**config.mk**
```make
export PLATFORM = sky130hd
export DESIGN_NAME = move_type_scheduler
export DESIGN_NICKNAME = d
export VERILOG_FILES = /design/src/rtl/move_type_scheduler.sv
export SDC_FILE = /design/constraint.sdc
export NUM_CORES = 1
export LEC_CHECK = 0
export BUFFER_PORTS_ARGS = -buffer_cell sky130_fd_sc_hd__buf_2
export CORE_ASPECT_RATIO = 0.8
export CORE_MARGIN = 2
export CORE_UTILIZATION = 52
export CTS_BUF_LIST = sky130_fd_sc_hd__clkbuf_8
export DETAILED_ROUTE_END_ITERATION = 8
export PLACE_DENSITY_LB_ADDON = 0.12
export SYNTH_ARGS = -nofsm -noshare
export SYNTH_HDL_FRONTEND = slang
export SYNTH_SLANG_ARGS = --single-unit
export TNS_END_PERCENT = 50
```
**constraint.sdc**
```tcl
create_clock -name in_clock -period 2.2 [get_ports in_clock]
set_input_delay 0.44 -clock in_clock [delete_from_list [all_inputs] [get_ports in_clock]]
set_output_delay 0.44 -clock in_clock [all_outputs]
set_load 0.005 [all_outputs]
```
**src/rtl/move_type_scheduler.sv**
```systemverilog
// MCMC iteration sequencer: one RNG draw per iteration picks a local or
// global move, dispatches it, and waits for that unit's done before continuing.
module move_type_scheduler #(
  parameter int ITER_W  = 16,
  parameter int PLS_MAX = 100
) (
  input  logic              in_clock,
  input  logic              in_reset_n,
  input  logic              in_start,
  input  logic              in_abort,
  input  logic [ITER_W-1:0] in_num_iters,
  input  logic [7:0]        in_Pls,
  input  logic [7:0]        in_rng_value,
  output logic              out_rng_enable,
  output logic              out_local_start,
  input  logic              in_local_done,
  output logic              out_global_start,
  input  logic              in_global_done,
  output logic              out_busy,
  output logic              out_done,
  output logic              out_is_local,
  output logic [ITER_W-1:0] out_local_count,
  output logic [ITER_W-1:0] out_global_count
);

  localparam logic [7:0] PMAX = 8'(PLS_MAX);

  typedef enum logic [2:0] {
    S_IDLE,
    S_DRAW,
    S_DECIDE,
    S_RUN_L,
    S_RUN_G,
    S_FINISH
  } state_t;

  state_t            state_q, state_d;
  logic [ITER_W-1:0] iters_q;
  logic [ITER_W-1:0] idx_q;
  logic [ITER_W-1:0] lcnt_q;
  logic [ITER_W-1:0] gcnt_q;
  logic [7:0]        pls_q;
  logic              is_local_q;
  logic              first_q;

  logic last;
  logic go;
  logic dec;
  logic l_acc;
  logic g_acc;

  assign last  = (idx_q + ITER_W'(1)) == iters_q;
  assign go    = (state_q == S_IDLE) && in_start && !in_abort;
  assign dec   = (state_q == S_DECIDE) && !in_abort;
  assign l_acc = (state_q == S_RUN_L) && in_local_done && !in_abort;
  assign g_acc = (state_q == S_RUN_G) && in_global_done && !in_abort;

  always_ff @(posedge in_clock) begin
    if (!in_reset_n) state_q <= S_IDLE;
    else             state_q <= state_d;
  end

  always_comb begin
    state_d = state_q;
    if (in_abort) begin
      state_d = S_IDLE;
    end else begin
      unique case (state_q)
        S_IDLE: begin
          if (in_start)
            state_d = (in_num_iters == '0) ? S_FINISH : S_DRAW;
        end
        S_DRAW:   state_d = S_DECIDE;
        S_DECIDE: state_d = (in_rng_value <= pls_q) ? S_RUN_L : S_RUN_G;
        S_RUN_L: begin
          if (in_local_done) state_d = last ? S_FINISH : S_DRAW;
        end
        S_RUN_G: begin
          if (in_global_done) state_d = last ? S_FINISH : S_DRAW;
        end
        S_FINISH: state_d = S_IDLE;
        default:  state_d = S_IDLE;
      endcase
    end
  end

  always_comb begin
    out_busy         = state_q != S_IDLE;
    out_done         = state_q == S_FINISH;
    out_rng_enable   = state_q == S_DRAW;
    out_local_start  = (state_q == S_RUN_L) && first_q;
    out_global_start = (state_q == S_RUN_G) && first_q;
    out_is_local     = is_local_q;
    out_local_count  = lcnt_q;
    out_global_count = gcnt_q;
  end

  // first_q marks the entry cycle of a RUN state for the start pulse
  always_ff @(posedge in_clock) begin
    if (!in_reset_n) begin
      iters_q    <= '0;
      idx_q      <= '0;
      lcnt_q     <= '0;
      gcnt_q     <= '0;
      pls_q      <= '0;
      is_local_q <= 1'b0;
      first_q    <= 1'b0;
    end else begin
      first_q <= dec;
      if (go) begin
        iters_q <= in_num_iters;
        pls_q   <= (in_Pls > PMAX) ? PMAX : in_Pls;
        idx_q   <= '0;
        lcnt_q  <= '0;
        gcnt_q  <= '0;
      end
      if (dec) is_local_q <= in_rng_value <= pls_q;
      if (l_acc) begin
        lcnt_q <= lcnt_q + ITER_W'(1);
        idx_q  <= idx_q + ITER_W'(1);
      end
      if (g_acc) begin
        gcnt_q <= gcnt_q + ITER_W'(1);
        idx_q  <= idx_q + ITER_W'(1);
      end
    end
  end

endmodule

```
# Word level (Yosys, flattened, before mapping)
# Index checks and enable logic that the tools add are counted.
# op_classes
n_addsub	3
n_lt_le_gt_ge	2
eq_ne	9
mux	13
bitwise	1
reduce_logical	18
# op_table
cell	n
two-way mux 16 bit	5
adder 16 x 1 -> 16 bit (second input constant)	3
two-way mux 3 bit	6
equality test 16 bit	1
zero test 16 bit	1
case mux 3 bit (5 select lines)	1
logical AND 1 bit	9
> comparator 8 x 7 -> 1 bit (second input constant)	1
less-or-equal comparator 8 bit	1
two-way mux 8 bit	1
equality test 3 x 2 -> 1 bit (second input constant)	2
equality test 3 bit (second input constant)	2
!= test 2 bit (second input constant)	3
nonzero test 3 bit	2
nonzero test 2 bit	2
equality test 3 x 1 -> 1 bit (second input constant)	1
zero test 3 bit	1
AND reduction 3 bit	1
OR reduction 2 bit	1
zero test 1 bit	1
inverter 1 bit	1
# totals
ff_bits	77
input_bits	38
wordCells	54

# Logic depth before layout (Yosys ltp)
# logic_depth
word_depth	6
ltp_mapped	9

# Worst setup path before layout
# Ideal clock, no wire load.
# synth_path
path_kind	reg-to-reg
start	register idx_q[0]
end	register state_q[2]
setup_time_ns	0.058
arrival_time_ns	2.039
required_time_ns	2.142
slack_ns	0.103
stages_incl_launch_ff	9
n_path_buf	1
period_less_slack_ns	2.097
cell_sequence	dfxtp_1 ha_1 and3_1 clkbuf_1 nand2_1 nor2_1 mux2_2 nor4_1 a31o_2
# synth_via
elab_chain_cells	5
# synth_rtl
element	line	rtl
start, declared	39	logic [ITER_W-1:0] idx_q;
start signal, assigned	120	idx_q <= idx_q + ITER_W'(1);
start signal, assigned	124	idx_q <= idx_q + ITER_W'(1);
adder 16 x 1 -> 16 bit *	52	assign last = (idx_q + ITER_W'(1)) == iters_q;
equality test 16 bit *	52	
two-way mux 3 bit *	76, 79	
two-way mux 3 bit (on tied branches)	79, 76	
case mux 3 bit (5 select lines) *	68	unique case (state_q)
end signal, assigned	60	else state_q <= state_d;
end, declared	37	state_t state_q, state_d;
# Every way passes the cells marked *; elsewhere a longest branch is shown, timed or not. The select of a mux whose other input is x is not followed.
# A chain may end at the register's enable or synchronous reset.

# Worst setup path after layout
# layout_path
start	register state_q[2]
end	register gcnt_q[15], in the netlist out_global_count[15]
# layout_via
elab_chain_cells	4
# layout_rtl
element	line	rtl
equality test 3 bit or zero test 3 bit (tied branches)	56, 53	
logical AND 1 bit (on tied branches) (2 in series)	56, 53	
two-way mux 16 bit or nonzero test 2 bit (tied branches)	--	
end signal, assigned	123	gcnt_q <= gcnt_q + ITER_W'(1);
end, declared	41	logic [ITER_W-1:0] gcnt_q;
# Several ways; a longest one is shown, not always the timed one.

==> impl_results.md <==
- Yosys cell types: between 50 and 60
- Worst-path clk slew: around 0.080 ns
- CTS Sinks: 77
- Slew @ Worst Pin: 0.5579 ns
- Core Region: between 7000 and 8000 um^2
- Slew HR: between 60% and 70%
- Register area share after synthesis: 36.36%
- DR vias/cell: between 5 and 6
- Worst VDD drop: between 0.3 and 0.4 mV
- Area of the multi-input gates: between 2000 and 3000 um^2
- Final setup violation count: 0
- Clk buf depth: 2
- Initial DRC count: between 400 and 500
- Clock latency on the worst-skew pair: 0.35 ns
- Pin count of the biggest net entering global routing: 29
- Cell Rows: 29
- P&R area growth vs syn: 19.54%
- Synthesized flop and latch total: between 70 and 80
- Fmax achieved: 476.3 MHz
- Final wirelength: roughly 11000 um
- Sequential cell area: 1543 um^2
- Hold Crit Class: primary input to flop
- Crit. End Element: flop
- CTS buffer count: 9
- Synthesized area per cell: between 7 and 8 um^2
- # DRC: 0
- Final WS setup: between 0.1 and 0.15 ns
- Grt ovf: 0
- Synthesized area: roughly 4200 um^2
- Vias in the first global route: 3845
- CP max FO: 7
- I/O pins: 76
- Syn Inst Count: around 550
- Unrepaired setup endpoints after global routing: yes
- Post-Syn Nets: around 600
- FF-to-FF path depth: 6
- Setup Skew: a little over 0.01 ns
- Share of cells above drive strength 1: a little over a fifth
- Number of max-cap violations: 0
- R2R Path End: out_global_count[15]
- Initial core utilization: a little over half
- WL/cell: about 15 um
- Initial antenna violation count: 0
- Core Util, Final: 64.06%
- PwrDens: 544.8 nW/um^2
- Pre-CTS WS: 0.03606 ns
- ANT nets after route: 0
- Root Buffer: clkbuf_8
- Die height: approximately 85 um
- Fillers: ~750
- Design area: around 5100 um^2
- Slew Viols, Final: 0
- Period minus WS final: 2.099 ns
- Fin crit share: a little over nine tenths
- # nets final: 688
- YS warnings: 0
- First drt pass iteration count: 5
- Status: completed
- IO Port Bufs: 75
- Prevailing post-synth register cell: dfxtp_1
- Hold Vio Cnt, Final: 0
- Setup CP Type: flop to flop
- Worst EP required: around 2.5 ns
- Placed cell area: 4851 um^2
- Register-to-register setup slack: ~0.10 ns
- # H-tree levels: 3
- CTS tree: yes
- Die Span X: between 100 and 150 um
- Worst Min Path Start: in_num_iters[5]
- Async SR Flop Fraction: 0%
- Die footprint: roughly 8900 um^2
- CP Launch Type: flop
- CP arrival: 2.40 ns
- Reg-to-Reg Start: state_q[2]
- First-pass GRT wire length: ~19000 um
- Hold endpoint: iters_q[5]
- Number of synthesized flops with an enable pin: 0
- Gr usage total: 25.98%
- Detail Placement HPWL: 8230 um
- Placer's final routability congestion estimate: slightly above 0.9
- Design Power: between 2 and 3 mW
- Vias: about 4300
- Leakage Power: 2.041 nW
- Hold path depth: 3
- Diode count: 0
- Hold slack final: roughly 0.33 ns
## stage by stage
step	setup TNS, ns	instances
after floorplan	0	554
after global placement	0	736
after detailed placement	0	736
after CTS	0	752
after global routing	-0.03212	752
final	0	752
## worst max-delay path by stage
stage                from                    to  cells past startpoint  slack, ns
2_1_floorplan    idx_q[0]            state_q[2]                      8       0.10
3_3_place_gp     idx_q[1]            state_q[2]                      7       0.10
3_5_place_dp     idx_q[1]            state_q[2]                      7       0.04
4_1_cts          idx_q[1]            state_q[2]                      7       0.01
5_1_grt          idx_q[1]            state_q[2]                      7      -0.03
6_report       state_q[2]  out_global_count[15]                      6       0.10
## power by group
part,internal [mW],total [mW],switching (mW)
sequential,1.42,1.43,0.0170
clock,0.543,1.06,0.518
combinational,0.108,0.268,0.160
## kinds of logic (layout without fill, tap and decap cells)
| kind of cell | Yosys count | in the layout | synth area share, % |
|---|---|---|---|
| DFF | 77 | 77 | 36.36 |
| adders and majority gates | 12 | 12 | 3.483 |
| buffers and inverters | 46 | 136 | 4.781 |
| and+or+nand+nor | 253 | 253 | 29.69 |
| xor gates and xnor gates | 18 | 18 | 3.719 |
| muxes | 8 | 8 | 2.066 |
| AOI/OAI and AO/OA | 140 | 140 | 19.89 |
## repair_timing
| action | in CTS | in global routing |
|---|---|---|
| endpoints found under the setup margin | 0 | 14 |
| buffers inserted | 0 | 0 |
| hold buffers | 0 | 0 |
| gates resized for setup | 0 | 6 |
| endpoints found under the hold margin | 0 | 0 |
## worst max-delay path: stages (launching register included)
cell and delay, ns:
dfxtp_2 0.38, or3b_4 0.41, or3_1 0.37, or3_4 0.41, nor3_2 0.14, mux2i_1 0.20
and2_1 0.14
## synthesized netlist by cell type (6+ instances only)
cell / instances / share of area (%)
nand4_1: 9 / 1.3
mux2_2: 6 / 1.6
a22oi_1: 6 / 1.1
nor3_1: 15 / 1.8
o21ai_0: 30 / 3.5
nand2_1: 66 / 5.8
buf_2: 8 / 0.94
ha_1: 11 / 3.2
and2_1: 8 / 1.2
nor2_1: 59 / 5.2
and3_1: 14 / 2.1
nor4_1: 10 / 1.5
clkbuf_1: 17 / 1.5
nand3_1: 29 / 3.4
a21oi_1: 66 / 7.8
dfxtp_1: 77 / 36
or3_1: 10 / 1.5
nor2b_1: 9 / 1.3
a211oi_1: 7 / 1.2
o211ai_1: 8 / 1.4
nand3b_1: 9 / 1.6
xnor2_1: 13 / 2.7
inv_1: 16 / 1.4
## layout make-up
class / instances / share of cell area (%)
multi-input cells: 431 / 49.75
flip-flops and latches: 77 / 30.44
repair buffers: 103 / 12.05
clock buffers: 10 / 2.716
well taps: 108 / 2.667
inverters: 17 / 1.259
clock inverters: 6 / 1.111
## sequential cells by signal (all words and copies together) (netlist names)
name and cells:
first_q 1, idx_q 16, iters_q 16, out_global_count 16
out_is_local 1, out_local_count 16, pls_q 8, state_q 3
## layer usage
metal  vias up  part of all wire (%)  global-route usage [%]
met5         -                     0                       0
met4         0                   1.3                   8.242
met3        13                   6.0                   6.366
met2       133                    45                   40.02
met1      2034                    47                   36.01
li1       2151                     -                       -
## layout by cell type, fill, tap and decap left out, drive strengths merged, types with 11 or more instances in the layout
| cell type | Yosys | routed |
|---|---|---|
| a21oi | 66 | 66 |
| or3 | 11 | 11 |
| dfxtp | 77 | 77 |
| buf | 11 | 103 |
| ha | 11 | 11 |
| nor2 | 59 | 59 |
| xnor2 | 13 | 13 |
| o21ai | 30 | 30 |
| and3 | 14 | 14 |
| inv | 17 | 20 |
| nor3 | 16 | 16 |
| nand3 | 29 | 29 |
| nand2 | 66 | 66 |
Power figures use the tool's default switching activity.
